### config.mk
export PLATFORM = sky130hd
export DESIGN_NAME = ifu_ctl
export DESIGN_NICKNAME = d
export VERILOG_FILES = /design/src/rtl/ifu_ctl_pkg.sv /design/src/rtl/ifu_wdt.sv /design/src/rtl/ifu_ctl.sv
export SDC_FILE = /design/constraint.sdc
export NUM_CORES = 1
export LEC_CHECK = 0
export CORE_MARGIN = 5
export CORE_UTILIZATION = 45
export DETAILED_ROUTE_END_ITERATION = 8
export MAX_ROUTING_LAYER = met4
export PLACE_DENSITY = 0.78
export SLEW_MARGIN = 20
export SYNTH_ARGS = -nofsm -noshare
export SYNTH_HDL_FRONTEND = slang
export SYNTH_SLANG_ARGS = --single-unit
### constraint.sdc
create_clock -name clk_i -period 2.3 [get_ports clk_i]
set_clock_uncertainty 0.1 [all_clocks]
set_input_delay 0.46 -clock clk_i [delete_from_list [all_inputs] [get_ports clk_i]]
set_output_delay 0.46 -clock clk_i [all_outputs]
set_load 0.02 [all_outputs]
### src/rtl/ifu_ctl_pkg.sv
// ifu_ctl_pkg: shared types and constants for the hxd32 fetch sequencer.
//   ifu_state_e    : fetch FSM states (also exported on the debug port)
//   PC_SEL_*       : pc_wr_sel_o encodings
//   PC_INC_*       : pc_inc_sel_o encodings
//   CNT_W          : width of the boot / wait counters (limits up to 255)
//   is_compressed  : RVC detection from the two low instruction bits
package ifu_ctl_pkg;

  typedef enum logic [2:0] {
    ST_BOOT  = 3'd0,
    ST_REQ   = 3'd1,
    ST_WAIT  = 3'd2,
    ST_HOLD  = 3'd3,
    ST_FAULT = 3'd4
  } ifu_state_e;

  localparam logic PC_SEL_NEXT = 1'b0;
  localparam logic PC_SEL_ALU  = 1'b1;
  localparam logic PC_INC_4    = 1'b0;
  localparam logic PC_INC_2    = 1'b1;

  localparam int CNT_W = 8;

  // A 32-bit instruction always has 2'b11 in its low bits; anything else
  // is a 16-bit compressed encoding.
  function automatic logic is_compressed(input logic [1:0] lo);
    return lo != 2'b11;
  endfunction

endpackage

### src/rtl/ifu_wdt.sv
// ifu_wdt: saturating up-counter with synchronous clear and count enable.
//   i_clk, i_rst : clock, asynchronous active-high reset
//   i_clr        : clear count to zero (has priority over i_en)
//   i_en         : count this cycle
//   o_hit        : high on the enabled cycle that is the LIMIT-th since clear,
//                  so a consumer acting on o_hit reacts after exactly LIMIT
//                  enabled cycles
module ifu_wdt #(
  parameter int W     = 8,
  parameter int LIMIT = 4
) (
  input  logic i_clk,
  input  logic i_rst,
  input  logic i_clr,
  input  logic i_en,
  output logic o_hit
);

  localparam logic [W-1:0] LIM = W'(LIMIT);

  logic [W-1:0] r_cnt;

  always_ff @(posedge i_clk or posedge i_rst) begin
    if (i_rst) begin
      r_cnt <= '0;
    end else if (i_clr) begin
      r_cnt <= '0;
    end else if (i_en && (r_cnt != LIM)) begin
      r_cnt <= r_cnt + 1'b1;
    end
  end

  assign o_hit = i_en && (r_cnt == (LIM - 1'b1));

endmodule

### src/rtl/ifu_ctl.sv
// ifu_ctl: fetch sequencer for the hxd32 IFU.
//   clk_i, rst_i        : clock, asynchronous active-high reset
//   iram_rd_req_o       : IRAM read request (address = current PC)
//   iram_rd_gnt_i       : IRAM accepted the request this cycle
//   iram_rd_vld_i       : IRAM read data valid
//   iram_rd_data_i      : IRAM read data
//   inst_vld_o          : instruction held for decode
//   inst_data_o         : held instruction word
//   inst_rdy_i          : decode takes the instruction this cycle
//   br_taken_i          : execute redirect (target on the ALU path)
//   pc_wr_en_o          : PC update strobe (combinational)
//   pc_wr_sel_o         : 0 = sequential PC, 1 = ALU target
//   pc_inc_sel_o        : 0 = +4, 1 = +2
//   fetch_fault_o       : sticky IRAM timeout flag
//   dbg_state_o         : current FSM state
//
// Handshakes: a transfer happens on a cycle where the source's valid/request
// and the sink's ready/grant are both high. Once raised, inst_vld_o and
// inst_data_o stay unchanged until decode accepts or a redirect drops them.
// IRAM read data is accepted only in WAIT; a valid seen in any other state is
// a stale response and is ignored.
module ifu_ctl
  import ifu_ctl_pkg::*;
#(
  parameter int XLEN       = 32,
  parameter int ILEN       = 32,
  parameter int BOOT_DELAY = 4,
  parameter int MAX_WAIT   = 15
) (
  input  logic            clk_i,
  input  logic            rst_i,
  output logic            iram_rd_req_o,
  input  logic            iram_rd_gnt_i,
  input  logic            iram_rd_vld_i,
  input  logic [ILEN-1:0] iram_rd_data_i,
  output logic            inst_vld_o,
  output logic [ILEN-1:0] inst_data_o,
  input  logic            inst_rdy_i,
  input  logic            br_taken_i,
  output logic            pc_wr_en_o,
  output logic            pc_wr_sel_o,
  output logic            pc_inc_sel_o,
  output logic            fetch_fault_o,
  output ifu_state_e      dbg_state_o
);

  if (XLEN < 2 || ILEN < 2 || BOOT_DELAY < 1 || BOOT_DELAY > 255 ||
      MAX_WAIT < 1 || MAX_WAIT > 255) begin : g_param_check
    $error("ifu_ctl: parameter out of range");
  end

  ifu_state_e      r_state;
  logic            r_kill;
  logic            r_inst_vld;
  logic [ILEN-1:0] r_inst_data;
  logic            r_fault;

  logic w_active;
  logic w_redirect;
  logic w_accept;
  logic w_gnt_take;
  logic w_boot_done;
  logic w_timeout;

  assign w_active   = (r_state == ST_REQ) || (r_state == ST_WAIT) ||
                      (r_state == ST_HOLD);
  assign w_redirect = w_active && br_taken_i;
  // A redirect beats a same-cycle decode accept.
  assign w_accept   = (r_state == ST_HOLD) && inst_rdy_i && !br_taken_i;
  // A grant during a redirect cycle is not taken: the request is masked.
  assign w_gnt_take = (r_state == ST_REQ) && iram_rd_gnt_i && !br_taken_i;

  ifu_wdt #(.W(CNT_W), .LIMIT(BOOT_DELAY)) u_boot_wdt (
    .i_clk (clk_i),
    .i_rst (rst_i),
    .i_clr (1'b0),
    .i_en  (r_state == ST_BOOT),
    .o_hit (w_boot_done)
  );

  // Counts every WAIT cycle without data, including while a killed response
  // is still outstanding.
  ifu_wdt #(.W(CNT_W), .LIMIT(MAX_WAIT)) u_wait_wdt (
    .i_clk (clk_i),
    .i_rst (rst_i),
    .i_clr (w_gnt_take),
    .i_en  ((r_state == ST_WAIT) && !iram_rd_vld_i),
    .o_hit (w_timeout)
  );

  always_ff @(posedge clk_i or posedge rst_i) begin
    if (rst_i) begin
      r_state     <= ST_BOOT;
      r_kill      <= 1'b0;
      r_inst_vld  <= 1'b0;
      r_inst_data <= '0;
      r_fault     <= 1'b0;
    end else begin
      case (r_state)
        ST_BOOT: begin
          if (w_boot_done) r_state <= ST_REQ;
        end
        ST_REQ: begin
          if (w_gnt_take) r_state <= ST_WAIT;
        end
        ST_WAIT: begin
          if (iram_rd_vld_i) begin
            r_kill <= 1'b0;
            if (!r_kill && !br_taken_i) begin
              r_inst_data <= iram_rd_data_i;
              r_inst_vld  <= 1'b1;
              r_state     <= ST_HOLD;
            end else begin
              r_state <= ST_REQ;
            end
          end else if (w_timeout) begin
            r_kill  <= 1'b0;
            r_fault <= 1'b1;
            r_state <= ST_FAULT;
          end else if (br_taken_i) begin
            r_kill <= 1'b1;
          end
        end
        ST_HOLD: begin
          if (br_taken_i || inst_rdy_i) begin
            r_inst_vld <= 1'b0;
            r_state    <= ST_REQ;
          end
        end
        ST_FAULT: begin
          r_state <= ST_FAULT;
        end
        default: begin
          r_state <= ST_BOOT;
        end
      endcase
    end
  end

  assign iram_rd_req_o = (r_state == ST_REQ) && !br_taken_i;
  assign inst_vld_o    = r_inst_vld;
  assign inst_data_o   = r_inst_data;
  assign fetch_fault_o = r_fault;
  assign pc_wr_en_o    = w_redirect || w_accept;
  assign pc_wr_sel_o   = w_redirect ? PC_SEL_ALU : PC_SEL_NEXT;
  assign pc_inc_sel_o  = (w_accept && is_compressed(r_inst_data[1:0])) ?
                         PC_INC_2 : PC_INC_4;
  assign dbg_state_o   = r_state;

endmodule

Word-level counts from Yosys, hierarchy flattened. Cells that the tools add are included.

Output and inout port bits: 41. Register bits after elaboration: 54.

Equality and inequality tests: 15. Multiplexer cells: 18. Bitwise gates (word level): 1. Add/subtract/negate cells: 2. Reductions and logical operators: 29.

Operator list (number): adder 8 x 1 -> 8 bit (second input constant) (2); 2-to-1 mux 8 bit (2); 2-to-1 mux 3 bit (5); case mux 3 bit (5 select lines) (1); logical AND 1 bit (13); == test 8 x 2 -> 1 bit (second input constant) (1); == test 8 x 4 -> 1 bit (second input constant) (1); 2-to-1 mux 1 bit (8); != test 8 x 3 -> 1 bit (second input constant) (1); != test 8 x 4 -> 1 bit (second input constant) (1); AND reduction 4 bit (2); == test 3 x 2 -> 1 bit (second input constant) (2); != test 2 x 1 -> 1 bit (second input constant) (3); != test 2 bit (second input constant) (3); AND reduction 3 bit (2); logical OR 1 bit (4); nonzero test 2 bit (2); == test 3 x 1 -> 1 bit (second input constant) (1); == test 3 bit (second input constant) (1); logical NOT 1 bit (3); logical NOT 3 bit (1); != test 3 x 2 -> 1 bit (second input constant) (1); nonzero test 3 bit (1); 2-to-1 mux 2 bit (1); 3 further kinds (3).

Logic depth before layout (Yosys ltp).
Word-level depth: 6. Gate-level depth with buffers: 6. Depth with buffers taken out: 6.

Cells and area by module. Synthesis repeated with hierarchy kept, for this count alone.

Cells, all modules: 220. Area, all modules: 2705.1 um2.

Modules (own cells, without submodules): ifu_ctl (area each 1745.4 um2, instances 1, cells each 118); ifu_wdt at u_boot_wdt (area each 503.0 um2, instances 1, cells each 54); ifu_wdt at u_wait_wdt (area each 456.7 um2, instances 1, cells each 48).

Worst setup path after synthesis. No wires, ideal clock.

Path type: register to register. From: reg r_state[1], in the netlist dbg_state_o[1]. To: reg u_wait_wdt.r_cnt[6]. Arrival time: 2011 ps. Path buffers: 1. Path slack: 62 ps. Clock period less this slack: 2238 ps. Cell stages (with the launch flop): 6. Path through: dfrtp_1 clkbuf_1 nor4b_1 nand2_1 nand3_1 o21ai_0.

Word-level cells in the longest chain between the ends: 4. Elaborated cells between the ends (all ways): 8. Classes of those cells: eq/ne (2); mux (1); reduce/logical (5).

Ends and longest elaborated chain: start, declared (RTL line ifu_ctl.sv:52) `ifu_state_e r_state;`; start signal, assigned (RTL line ifu_ctl.sv:93) `r_state <= ST_BOOT;`; start signal, assigned (RTL line ifu_ctl.sv:101) `if (w_boot_done) r_state <= ST_REQ;`; start signal, assigned (RTL line ifu_ctl.sv:104) `if (w_gnt_take) r_state <= ST_WAIT;`; == test 3 x 1 -> 1 bit or == test 3 x 2 -> 1 bit (tied branches) (RTL line ifu_ctl.sv:71, ifu_ctl.sv:87); logical AND 1 bit, on equally long branches (RTL line ifu_ctl.sv:71, ifu_ctl.sv:87); logical AND 1 bit, on equally long branches (RTL line ifu_ctl.sv:71, ifu_wdt.sv:28); 2-to-1 mux 8 bit or nonzero test 2 bit (tied branches); end signal, assigned (RTL line ifu_wdt.sv:29) `r_cnt <= r_cnt + 1'b1;`; end, declared (RTL line ifu_wdt.sv:21) `logic [W-1:0] r_cnt;`.

Parallel ways exist; a longest one is shown, timed or not. A chain may end at the register's enable or synchronous reset.

Final worst setup path.
From: reg r_state[2], in the netlist dbg_state_o[2]. To: out pc_inc_sel_o.

Word-level cells in the longest chain between the ends: 5.

Ends and longest elaborated chain: == test 3 x 2 -> 1 bit (RTL line ifu_ctl.sv:69) `assign w_accept = (r_state == ST_HOLD) && inst_rdy_i && !br_taken_i;`; logical AND 1 bit (2 in series) (RTL line ifu_ctl.sv:69); logical AND 1 bit (RTL line ifu_ctl.sv:146) `assign pc_inc_sel_o = (w_accept && is_compressed(r_inst_data[1:0])) ?`; 2-to-1 mux 1 bit (RTL line ifu_ctl.sv:146); end, declared (RTL line ifu_ctl.sv:42) `output logic pc_inc_sel_o,`.

Every way passes these cells.

==> PnR_summary.wiki <==
{| class="wikitable"
! Metric !! Value
|-
| Worst max-slew margin expressed relative to the limit || roughly 65%
|-
| Number of library cell types mapped by synthesis || 44
|-
| DRC marker count from the first detailed-route iteration || a little over 50
|-
| Finished layout cell area || 3510 um^2
|-
| Filler cells || 454
|-
| Clock insertion delay at the later pin of the skew report || 300 ps
|-
| Via count of the first global-routing pass || around 2000
|-
| CP endpoint kind || output port
|-
| Global placer's final weighted congestion || 0.755
|-
| Summed instance area of the synthesized netlist || approximately 2500 um^2
|-
| Layout overhead on the synthesized area || 42.5%
|-
| Switching portion of total power || a little under two fifths
|-
| Transition time at the pin with the least slew margin || between 500 and 600 ps
|-
| Mapped Cells || between 150 and 200
|-
| Port-buffer cells || 78
|-
| Crit Path Max Fanout || 6
|-
| Flip-flop and latch area || roughly 1400 um^2
|-
| Met3 layer usage reported by global route || under 10%
|-
| Crit path time final || between 2000 and 2500 ps
|-
| Cell chosen for the clock root || clkbuf_8
|-
| Cell internal pwr || about 2.6 mW
|-
| Share of cells above drive strength 1 || 20.9%
|-
| Largest net degree at the start of global routing || 42
|-
| Overall die width || 83.9 um
|-
| Post-Synthesis Net Count || 237
|-
| Antenna violations before repair || 0
|-
| Clock-pin slew on the worst setup and hold paths || ~100 ps
|-
| Global-route wire length before repair || slightly above 9 mm
|-
| Type of the most critical hold path || in -> async
|-
| Post-layout util || about two thirds
|-
| Setup tns final || 0 ps
|-
| Endpoint required time on the critical path || roughly 1700 ps
|-
| Final Hold Violating Endpoints || 0
|-
| Number of optimization iterations in the first detailed-route pass || 4
|-
| Met1 track demand over resource in global routing || between 20% and 30%
|-
| Leading post-synthesis cells by cell area || dfrtp_1 (55%), mux2_2 (13%), xnor2_1 (2.5%)
|-
| Wire length per cell after detailed routing || 15.0 um
|-
| Worst IR Drop VDD || slightly below 0.7 mV
|-
| Data arrival time of the critical path || between 1500 and 2000 ps
|-
| Number of clock buffers inserted by TritonCTS || 5
|-
| Sequential-to-total area share from yosys stat || between 50% and 60%
|-
| Number of max-slew violations in the final report || 0
|-
| Largest area contributor in the netlist || dfrtp_1
|-
| Total vias in the final route || between 1500 and 2000
|-
| Depth of the CTS H-tree || 2
|-
| GR peak layer || met2
|-
| Antenna cell count || 0
|-
| CTS sink count || 54
|-
| Core ar. || between 5000 and 6000 um^2
|-
| Die H || ~84 um
|-
| Tightest hold margin || between 300 and 400 ps
|-
| GR Util All Layers || 17.0%
|-
| Sequential power share || between 30% and 40%
|-
| Die area || 7050 um^2
|-
| Number of synthesized flops with an enable pin || 0
|-
| Final count of negative-setup-slack endpoints || 0
|-
| Antenna violation net count after detailed routing || 0
|-
| Post-layout nets || approximately 330
|-
| Half-perimeter wire length after placement || a little over 4 mm
|-
| Crit Path Category || reg -> out
|-
| Highest attainable clock frequency || 464 MHz
|-
| Clock group share of total power || between 10% and 20%
|-
| Effective utilization at floorplan || 45.5%
|-
| Drc violations || 0
|-
| Combined area of the multi-input logic cells || around 1000 um^2
|-
| Outcome || finished, final reports clean
|-
| DR vias/cell || between 5 and 6
|-
| Core Rows || 27
|-
| Static power due to leakage || approximately 1.6 nW
|-
| Portion of total power attributed to combinational logic || 49.0%
|-
| Number of ports placed on the die boundary || around 80
|-
| Unrepaired setup endpoints after global routing || false
|-
| Max_cap viols || 0
|-
| Type of element launching the critical path || flip-flop
|-
| Post-synthesis sequential element count || 54
|-
| Post-synth top area share || a little over half
|-
| Routed Wire Length || ~5.4 mm
|-
| Power density relative to cell area || between 1000 and 1500 nW/um^2
|-
| CTS tree || built
|-
| Syn. warnings || 0
|-
| Net switching power || about 1.6 mW
|-
| Number of buffers inserted by post-CTS setup repair || 0
|-
| Mean area per synthesized cell || 12.6 um^2
|-
| Clk buf depth || 2
|-
| Final period utilization || between 90% and 100%
|-
| Power after layout || between 4 and 5 mW
|-
| Overflow left after global routing || 0
|-
| Share of flip-flops with an asynchronous set or reset after synthesis || 100%
|-
| Top flip-flop cell by instance count after synthesis || dfrtp_1
|-
| Global-route met2 utilization || between 20% and 30%
|-
| Placed instance area || ~3400 um^2
|}
## through the flow
stage                     cells  worst slack [ps]
after global placement      352              -286
after global routing        359              22.7
after floorplan             195              62.0
final                       359               143
after CTS                   359               134
after detailed placement    352              -315
## area by class of cell
cell class,instances,area share [%]
Timing Repair Buffer,92,25.8
Multi-Input combinational cell,125,29.7
Clock inverter,2,0.428
Tap cell,72,2.57
Sequential cell,54,38.5
Inverter,9,0.964
Clock buffer,5,1.96
## metal layers
layer | wire, um | share of wire [%]
met4 | 92 | 1.7
met5 | 0 | 0
met2 | 2700 | 50
met3 | 225 | 4.2
met1 | 2370 | 44
## worst paths after layout
| kind | start | endpoint | slack, ps | cells past startpoint |
|---|---|---|---|---|
| worst min register to register | fetch_fault_o | fetch_fault_o | 390 | 1 |
| worst max-delay path | dbg_state_o[2] | pc_inc_sel_o | 140 | 3 |
| worst max register to register | dbg_state_o[2] | u_wait_wdt.r_cnt[5] | 310 | 5 |
| max in group asynchronous | rst_i | dbg_state_o[1] | 1280 | 3 |
| worst min-delay path | rst_i | inst_data_o[31] | 310 | 2 |
| min in group clk_i | fetch_fault_o | fetch_fault_o | 390 | 1 |
## flip-flops by register name, indices dropped and copies added, names as in the netlist
| name | cells |
|---|---|
| inst_data_o | 32 |
| u_boot_wdt.r_cnt | 8 |
| u_wait_wdt.r_cnt | 8 |
| dbg_state_o | 3 |
| fetch_fault_o | 1 |
| inst_vld_o | 1 |
| r_kill | 1 |
## power by group through the flow
| stage | logic [mW] | clock network, mW | registers, mW |
|---|---|---|---|
| after floorplan | 0.750 | 0 | 1.99 |
| after CTS | 2.09 | 0.538 | 1.63 |
| after global placement | 2.07 | 0 | 1.62 |
| after global routing | 2.23 | 0.577 | 1.69 |
| final | 2.06 | 0.519 | 1.62 |
| after detailed placement | 2.10 | 0 | 1.65 |
## placed cells by master (no fill, tap or decap), drive strengths merged, types with 3 or more instances in the layout
master         netlist  final
a21oi                5      5
and3                 5      5
buf                  5     14
clkbuf               2      5
clkdlybuf4s50        0     73
dfrtp               54     54
dlygate4sd2          0      5
ha                   4      4
inv                  9      9
mux2                33     33
mux2i                3      3
nand2               13     13
nand4                5      5
nor2                12     12
nor3                 3      3
nor4b                3      3
xnor2                7      7
## cells in the mapped netlist, types with 2 or more instances
cell      count
mux2_2       29
nor4b_1       2
dfrtp_1      54
mux2_1        4
a211oi_1      2
buf_2         5
and3_1        5
nor3_1        2
xnor2_1       7
nand2_1      13
inv_1         9
a21oi_1       5
nor2_1       12
ha_1          4
nand2b_1      2
clkbuf_1      2
and2_1        2
o21ai_0       2
nand3_1       2
nand4_1       5
xor2_1        2
mux2i_1       3
## what timing repair did
item / CTS / global route
hold buffers: 0 / 0
resized for setup: 5 / 0
endpoints found under the setup margin: 4 / 0
## critical path, stage by stage, from the launching register on
cell,delay [ps]
dfrtp_1,450
nand2b_1,230
nor4_1,230
dlygate4sd2_1,380
## cells by family after synthesis
family                     Yosys count  synth area share, %
DFF                                 54                 54.9
AOI/OAI and AO/OA                   20                 6.61
and+or+nand+nor                     56                 14.2
buffers and inverters               16                 2.70
muxes                               36                 16.3
adders and majority gates            4                 2.03
xor gates and xnor gates             9                 3.20
No activity file was read; power rests on OpenSTA's default activity.
